## src/rtl/rb_rr_arbiter.sv

```systemverilog
// Round-robin burst arbiter: shares one valid/ready sink among N ring-buffer outputs,
// holding each grant for up to a configurable number of handshakes.
module rb_rr_arbiter #(
  parameter int N         = 4,
  parameter int DW        = 8,
  parameter int MAX_BURST = 16,
  parameter int BW        = $clog2(MAX_BURST + 1)
) (
  input  logic            clk,
  input  logic            rst,
  input  logic [BW-1:0]   cfg_burst,
  input  logic [N-1:0]    req_valid,
  input  logic [N*DW-1:0] req_data,
  output logic [N-1:0]    req_ready,
  output logic            o_valid,
  output logic [DW-1:0]   o_data,
  input  logic            o_ready,
  output logic [N-1:0]    grant_oh,
  output logic            busy
);

  localparam int PW = $clog2(N);
  localparam int SW = PW + 1;
  localparam logic [BW-1:0] MAXB = BW'(MAX_BURST);

  typedef enum logic {IDLE = 1'b0, GRANT = 1'b1} state_t;

  state_t        r_state, w_state_nxt;
  logic [PW-1:0] r_ptr, w_ptr_nxt;
  logic [PW-1:0] r_gidx, w_gidx_nxt;
  logic [PW-1:0] w_pick;
  logic [N-1:0]  r_grant_oh, w_grant_nxt;
  logic [BW-1:0] r_cnt, w_cnt_nxt;
  logic [BW-1:0] r_lim, w_lim_nxt;
  logic [BW-1:0] w_eff;
  logic [SW-1:0] w_scan;
  logic          w_any;
  logic          w_gvalid;
  logic          w_beat;
  logic          w_last;

  always_comb begin
    w_eff = cfg_burst;
    if (cfg_burst == '0 || cfg_burst > MAXB) w_eff = MAXB;
  end

  // Rotating priority scan: first valid requester at or after r_ptr, modulo N.
  always_comb begin
    w_any  = 1'b0;
    w_pick = '0;
    w_scan = '0;
    for (int unsigned k = 0; k < N; k++) begin
      w_scan = {1'b0, r_ptr} + SW'(k);
      if (w_scan >= SW'(N)) w_scan = w_scan - SW'(N);
      if (!w_any && req_valid[w_scan[PW-1:0]]) begin
        w_any  = 1'b1;
        w_pick = w_scan[PW-1:0];
      end
    end
  end

  // Datapath is pure muxing; req_ready depends only on o_ready, never on req_valid.
  always_comb begin
    w_gvalid  = req_valid[r_gidx];
    o_valid   = 1'b0;
    o_data    = '0;
    req_ready = '0;
    if (r_state == GRANT && !rst) begin
      o_valid   = w_gvalid;
      o_data    = req_data[r_gidx*DW +: DW];
      req_ready = o_ready ? r_grant_oh : '0;
    end
  end

  assign w_beat = o_valid & o_ready;
  assign w_last = w_beat && ((r_cnt + 1'b1) == r_lim);

  always_comb begin
    w_state_nxt = r_state;
    w_ptr_nxt   = r_ptr;
    w_gidx_nxt  = r_gidx;
    w_grant_nxt = r_grant_oh;
    w_cnt_nxt   = r_cnt;
    w_lim_nxt   = r_lim;
    unique case (r_state)
      IDLE: begin
        if (w_any) begin
          w_state_nxt = GRANT;
          w_gidx_nxt  = w_pick;
          w_grant_nxt = {{(N-1){1'b0}}, 1'b1} << w_pick;
          w_cnt_nxt   = '0;
          w_lim_nxt   = w_eff;
        end
      end
      GRANT: begin
        if (w_last || !w_gvalid) begin
          w_state_nxt = IDLE;
          w_grant_nxt = '0;
          w_cnt_nxt   = '0;
          w_ptr_nxt   = (r_gidx == PW'(N - 1)) ? '0 : r_gidx + 1'b1;
        end else if (w_beat) begin
          w_cnt_nxt = r_cnt + 1'b1;
        end
      end
      default: w_state_nxt = IDLE;
    endcase
  end

  always_ff @(posedge clk) begin
    if (rst) begin
      r_state    <= IDLE;
      r_ptr      <= '0;
      r_gidx     <= '0;
      r_grant_oh <= '0;
      r_cnt      <= '0;
      r_lim      <= '0;
    end else begin
      r_state    <= w_state_nxt;
      r_ptr      <= w_ptr_nxt;
      r_gidx     <= w_gidx_nxt;
      r_grant_oh <= w_grant_nxt;
      r_cnt      <= w_cnt_nxt;
      r_lim      <= w_lim_nxt;
    end
  end

  assign grant_oh = r_grant_oh;
  assign busy     = (r_state == GRANT) && !rst;

endmodule

```

## config.mk

```make
export PLATFORM = sky130hd
export DESIGN_NAME = rb_rr_arbiter
export DESIGN_NICKNAME = d
export VERILOG_FILES = /design/src/rtl/rb_rr_arbiter.sv
export SDC_FILE = /design/constraint.sdc
export NUM_CORES = 1
export LEC_CHECK = 0
export BUFFER_PORTS_ARGS = -buffer_cell sky130_fd_sc_hd__clkbuf_2
export CELL_PAD_IN_SITES_DETAIL_PLACEMENT = 1
export CELL_PAD_IN_SITES_GLOBAL_PLACEMENT = 1
export CORE_ASPECT_RATIO = 1.2
export CORE_UTILIZATION = 24
export DETAILED_ROUTE_END_ITERATION = 7
export PLACE_DENSITY = 0.72
export SLEW_MARGIN = 20
export SYNTH_ARGS = -nofsm -noshare
export SYNTH_HDL_FRONTEND = slang
export SYNTH_SLANG_ARGS = --single-unit
```

## constraint.sdc

```tcl
create_clock -name clk -period 2.7 [get_ports clk]
set_clock_uncertainty 0.15 [all_clocks]
set_input_delay 0.54 -clock clk [delete_from_list [all_inputs] [get_ports clk]]
set_output_delay 0.54 -clock clk [all_outputs]
set_load 0.1 [all_outputs]
```

## After elaboration in Yosys (flattened, before gate mapping)

Cells that the tools add are included.
Widths: inputs -> output; s select.

| storage, ports and cells | value |
|---|---|
| flip-flop bits (word level) | 19 |

| operators by class | value |
|---|---|
| $add $sub $neg | 9 |
| order comparisons | 10 |
| equality and inequality tests | 5 |
| shift operators | 2 |
| multiplexer cells | 38 |
| bitwise gates (word level) | 2 |
| reductions and logical operators | 17 |

Operators by type and width:

| kind | count |
|---|---|
| $shiftx 32x6->8 | 1 |
| $mux 5 | 4 |
| $mux 2 | 9 |
| $mux 4 | 4 |
| $lt 2x3->1 const B | 5 |
| $mux 1 | 12 |
| $bmux 1 s2 | 5 |
| $pmux 5 s2 | 1 |
| $ge 3x3->1 const B | 3 |
| $mux 8 | 1 |
| $pmux 4 s2 | 1 |
| $reduce_and 2->1 | 4 |
| $sub 2x1->2 const B | 4 |
| $add 2x2->3 const B | 2 |
| $add 5x1->5 const B | 1 |
| $eq 5x5->1 | 1 |
| $gt 5x5->1 const B | 1 |
| $logic_and 1x1->1 | 5 |
| $logic_not 1->1 | 5 |
| $logic_not 5->1 | 1 |
| $shl 1x2->4 const A | 1 |
| $add 2x1->3 const B | 1 |
| $ge 2x3->1 const B | 1 |
| $ne 3x1->1 const B | 1 |
| 8 further kinds | 9 |

## Depth between registers and ports, before layout

| logic depth | value |
|---|---|
| depth after elaboration | 17 |
| mapped depth | 7 |
| depth with buffers taken out | 6 |

## Least setup slack after synthesis

OpenSTA, ideal clock, no wires.

| timing path | value |
|---|---|
| kind | input to output |
| start | in rst |
| end | out o_data[0] |
| data arrival time | 2.643 ns |
| required time | 2.010 ns |
| setup slack | -0.633 ns |
| stages on the path | 4 |
| buffers on the path | 2 |
| cells stage by stage | buf_6 > nor2b_1 > clkbuf_1 > and2_1 |

| between the ends | value |
|---|---|
| longest elaborated chain between the ends | 3 |

Ends and longest elaborated chain:

| element | RTL line | RTL |
|---|---|---|
| from (decl) | 10 | `input logic rst,` |
| $logic_not 1->1 | - |  |
| $logic_and 1x1->1 | - |  |
| named net busy | 19 | `output logic busy` |
| $mux 8 | 68 | `if (r_state == GRANT && !rst) begin` |
| to (decl) | 16 | `output logic [DW-1:0] o_data,` |

The timed path passes the listed nets, and every way through them passes these cells.

## Worst setup path in the final report

| timing path | value |
|---|---|
| start | reg r_gidx[0] |
| end | out o_valid |

| between the ends | value |
|---|---|
| longest elaborated chain between the ends | 3 |

Ends and longest elaborated chain:

| element | RTL line | RTL |
|---|---|---|
| from (decl) | 30 | `logic [PW-1:0] r_gidx, w_gidx_nxt;` |
| from (signal assigned) | 120 | `r_gidx <= w_gidx_nxt;` |
| $bmux 1 s2 | 64 | `w_gvalid = req_valid[r_gidx];` |
| $mux 1 (not written as such) | 64 |  |
| $mux 1 | 68 |  |
| to (decl) | 15 | `output logic o_valid,` |

Every way passes these cells. The select of a mux whose other input is x is not followed.

==> flow_metrics.tcl <==
set metrics [dict create \
    ant_nets 0 \
    first_global_vias 1308 \
    pin_count 62 \
    rows 29 \
    fin_hold_ws_ns 0.3243 \
    fin_crit_sh_pct 91.64 \
    syn_area_um2 1348 \
    cts_made_buffers 3 \
    fillCellCount 628 \
    grt_max_degree 18 \
    synth_edf_count 0 \
    clk_pin_slew_ns 0.08 \
    hold_viol 0 \
    drv_cap 0 \
    synthFlopType "dfxtp_1" \
    async_flop_share_pct 0 \
    crit_path_end_kind "primary output" \
    h-tree-depth 1 \
    max_freq_mhz 404.2 \
    grt_pass1_wl_um 5851 \
    final_nets 254 \
    synth_seq_cells 19 \
    avgViaCountPerCell 4.993 \
    grt_usage_pct 12.21 \
    post_cts_buffers 0 \
    port_buffers 61 \
    final_cell_mix "clkbuf_2 (47), dfxtp_1 (19), nand2_1 (15), buf_12 (15), a21oi_1 (12)" \
    rsz0062_at_grt "no" \
    seq_area_frac_synth_pct 28.23 \
    die_width_um 70.40 \
    core_area_um2 5334 \
    die_area_um2 5919 \
    worst_pin_slew_ns 0.5986 \
    period_needed_ns 2.474 \
    wl_per_cell_um 13.40 \
    clock_latency_ns 0.26 \
    ir_worst_vdd_v 0.0002211 \
    cts.sinks 19 \
    powerDensity_nw_per_um2 413.6 \
    p_leak_uw 0.0008440 \
    final_common_cell "clkbuf_2" \
    cts_hold_buf 0 \
    clockRootBuffer "clkbuf_8" \
    cts_resized 0 \
    cp_max_fo 9 \
    route.vias.total 1338 \
    cts_tree "yes" \
    dr.pass1.iters 3 \
    clockBufferDepth 2 \
    status "complete, no violations" \
    die_h_um 84.08 \
    r2r_setup_slack_ns 0.49 \
    drt_wl_total_um 3591 \
    start_util_pct 25.26 \
    synthCells 144 \
    critPathLaunchType "flip-flop" \
    place.detailed.hpwl_um 3012 \
    min_path_type "flip-flop to flip-flop" \
    detail_route.iter0.violations 21 \
    gr-total-overflow 0 \
    avgSynthCellArea_um2 9.358 \
    crit_type "flip-flop to primary output" \
    synth_warnings 0 \
    cp.arrival_ns 1.78 \
    route.detailed.drc 0 \
    required_ns 2.01 \
    fin_tns_setup_ns 0 \
    place_congestion 0.7206 \
    setup_viol 0 \
    syn-num-nets 191 \
    maxSlewHeadroom_pct 59.94 \
    drive_above_1_share_pct 44.66 \
    drv_slew 0 \
    area_growth_pct 48.65 \
    antenna_found_initial 0 \
    ys_types 39 \
    antennaDiodeCount 0 \
]
==> worst max-delay path: stages, from the launching register on <==
cell	delay [ns]
dfxtp_1	0.42
buf_12	0.17
mux4_2	0.53
and2_2	0.23
buf_12	0.16
==> final cells by class <==
| class | instances | area (um^2) | share of cell area, % |
|---|---|---|---|
| clock inverter | 1 | 5.005 | 0.2498 |
| tap | 62 | 77.57 | 3.873 |
| clock buffer | 3 | 41.29 | 2.061 |
| sequential | 19 | 380.4 | 18.99 |
| multi-input combinational | 113 | 922.1 | 46.03 |
| timing repair buffer | 65 | 558.0 | 27.86 |
| inverter | 5 | 18.77 | 0.9369 |
==> Yosys cell counts, types with 2 or more instances <==
| cell type | instances | area share [%] |
|---|---|---|
| mux4_2 | 9 | 15 |
| inv_1 | 5 | 1.4 |
| nand2b_1 | 7 | 3.2 |
| ha_1 | 3 | 2.8 |
| a21oi_1 | 12 | 4.5 |
| nand3_1 | 2 | 0.74 |
| clkbuf_1 | 3 | 0.84 |
| a21o_1 | 2 | 1.1 |
| nor3_1 | 4 | 1.5 |
| a211o_1 | 2 | 1.3 |
| nor4_1 | 3 | 1.4 |
| nor2_1 | 5 | 1.4 |
| o221ai_1 | 2 | 1.3 |
| xor2_1 | 3 | 2.0 |
| nand3b_1 | 4 | 2.2 |
| nand2_1 | 15 | 4.2 |
| dfxtp_1 | 19 | 28 |
| xnor2_1 | 5 | 3.2 |
| and2_1 | 14 | 6.5 |
| o2bb2ai_1 | 4 | 2.6 |
| buf_2 | 3 | 1.1 |
==> flip-flops by register name (all words and copies together), names as in the netlist <==
register	cells
r_gidx	2
r_ptr	2
grant_oh	4
r_cnt	5
r_lim	5
r_state	1
==> cell families after synthesis <==
group | Yosys count | synth area share, %
mux | 11 | 16.62
simple gates | 62 | 26.74
xor+xnor | 8 | 5.200
buf+inv | 12 | 4.178
flops | 19 | 28.23
compound gates | 29 | 16.25
fa+ha+maj | 3 | 2.786
==> report_power, final <==
part | internal (uW) | total (uW) | switching (uW) | leakage (uW)
Sequential | 296 | 314 | 18.0 | 0.000155
Clock | 103 | 204 | 101 | 0.0000255
Combinational | 129 | 311 | 182 | 0.000663
Total | 528 | 829 | 301 | 0.000844
==> worst paths after layout <==
kind / start / to / cells past startpoint
min: r_lim[2]$_SDFFE_PP0P_ / r_lim[2]$_SDFFE_PP0P_ / 2
max: r_gidx[0]$_SDFFE_PP0P_ / o_valid / 4
max reg2reg: r_cnt[0]$_SDFFE_PP0P_ / r_cnt[4]$_SDFFE_PP0P_ / 6
min reg2reg: r_lim[2]$_SDFFE_PP0P_ / r_lim[2]$_SDFFE_PP0P_ / 2
==> per-layer routing <==
layer | vias up | global-route usage (%) | part of all wire, % | wire length, um
met5 | - | 0 | 0 | 0
met4 | 0 | 4.000 | 1.7 | 60
li1 | 655 | - | - | -
met1 | 640 | 13.20 | 40 | 1429
met3 | 7 | 1.932 | 4.1 | 149
met2 | 36 | 23.46 | 54 | 1952
==> metrics by stage <==
step / std cells / total power [uW] / setup slack, ns / util (%) / cell area, um^2
after CTS: 268 / 840.4 / 0.1989 / 37.56 / 2003
after floorplan: 144 / 526.4 / 0.1144 / - / 1360
final: 268 / 828.6 / 0.2258 / 37.56 / 2003
after detailed placement: 264 / 634.8 / 0.4225 / 36.69 / 1957
after global routing: 268 / 868.7 / 0.1322 / 37.56 / 2003
after global placement: 264 / 629.9 / 0.4513 / 36.69 / 1957
(Power assumes the default switching activity.)
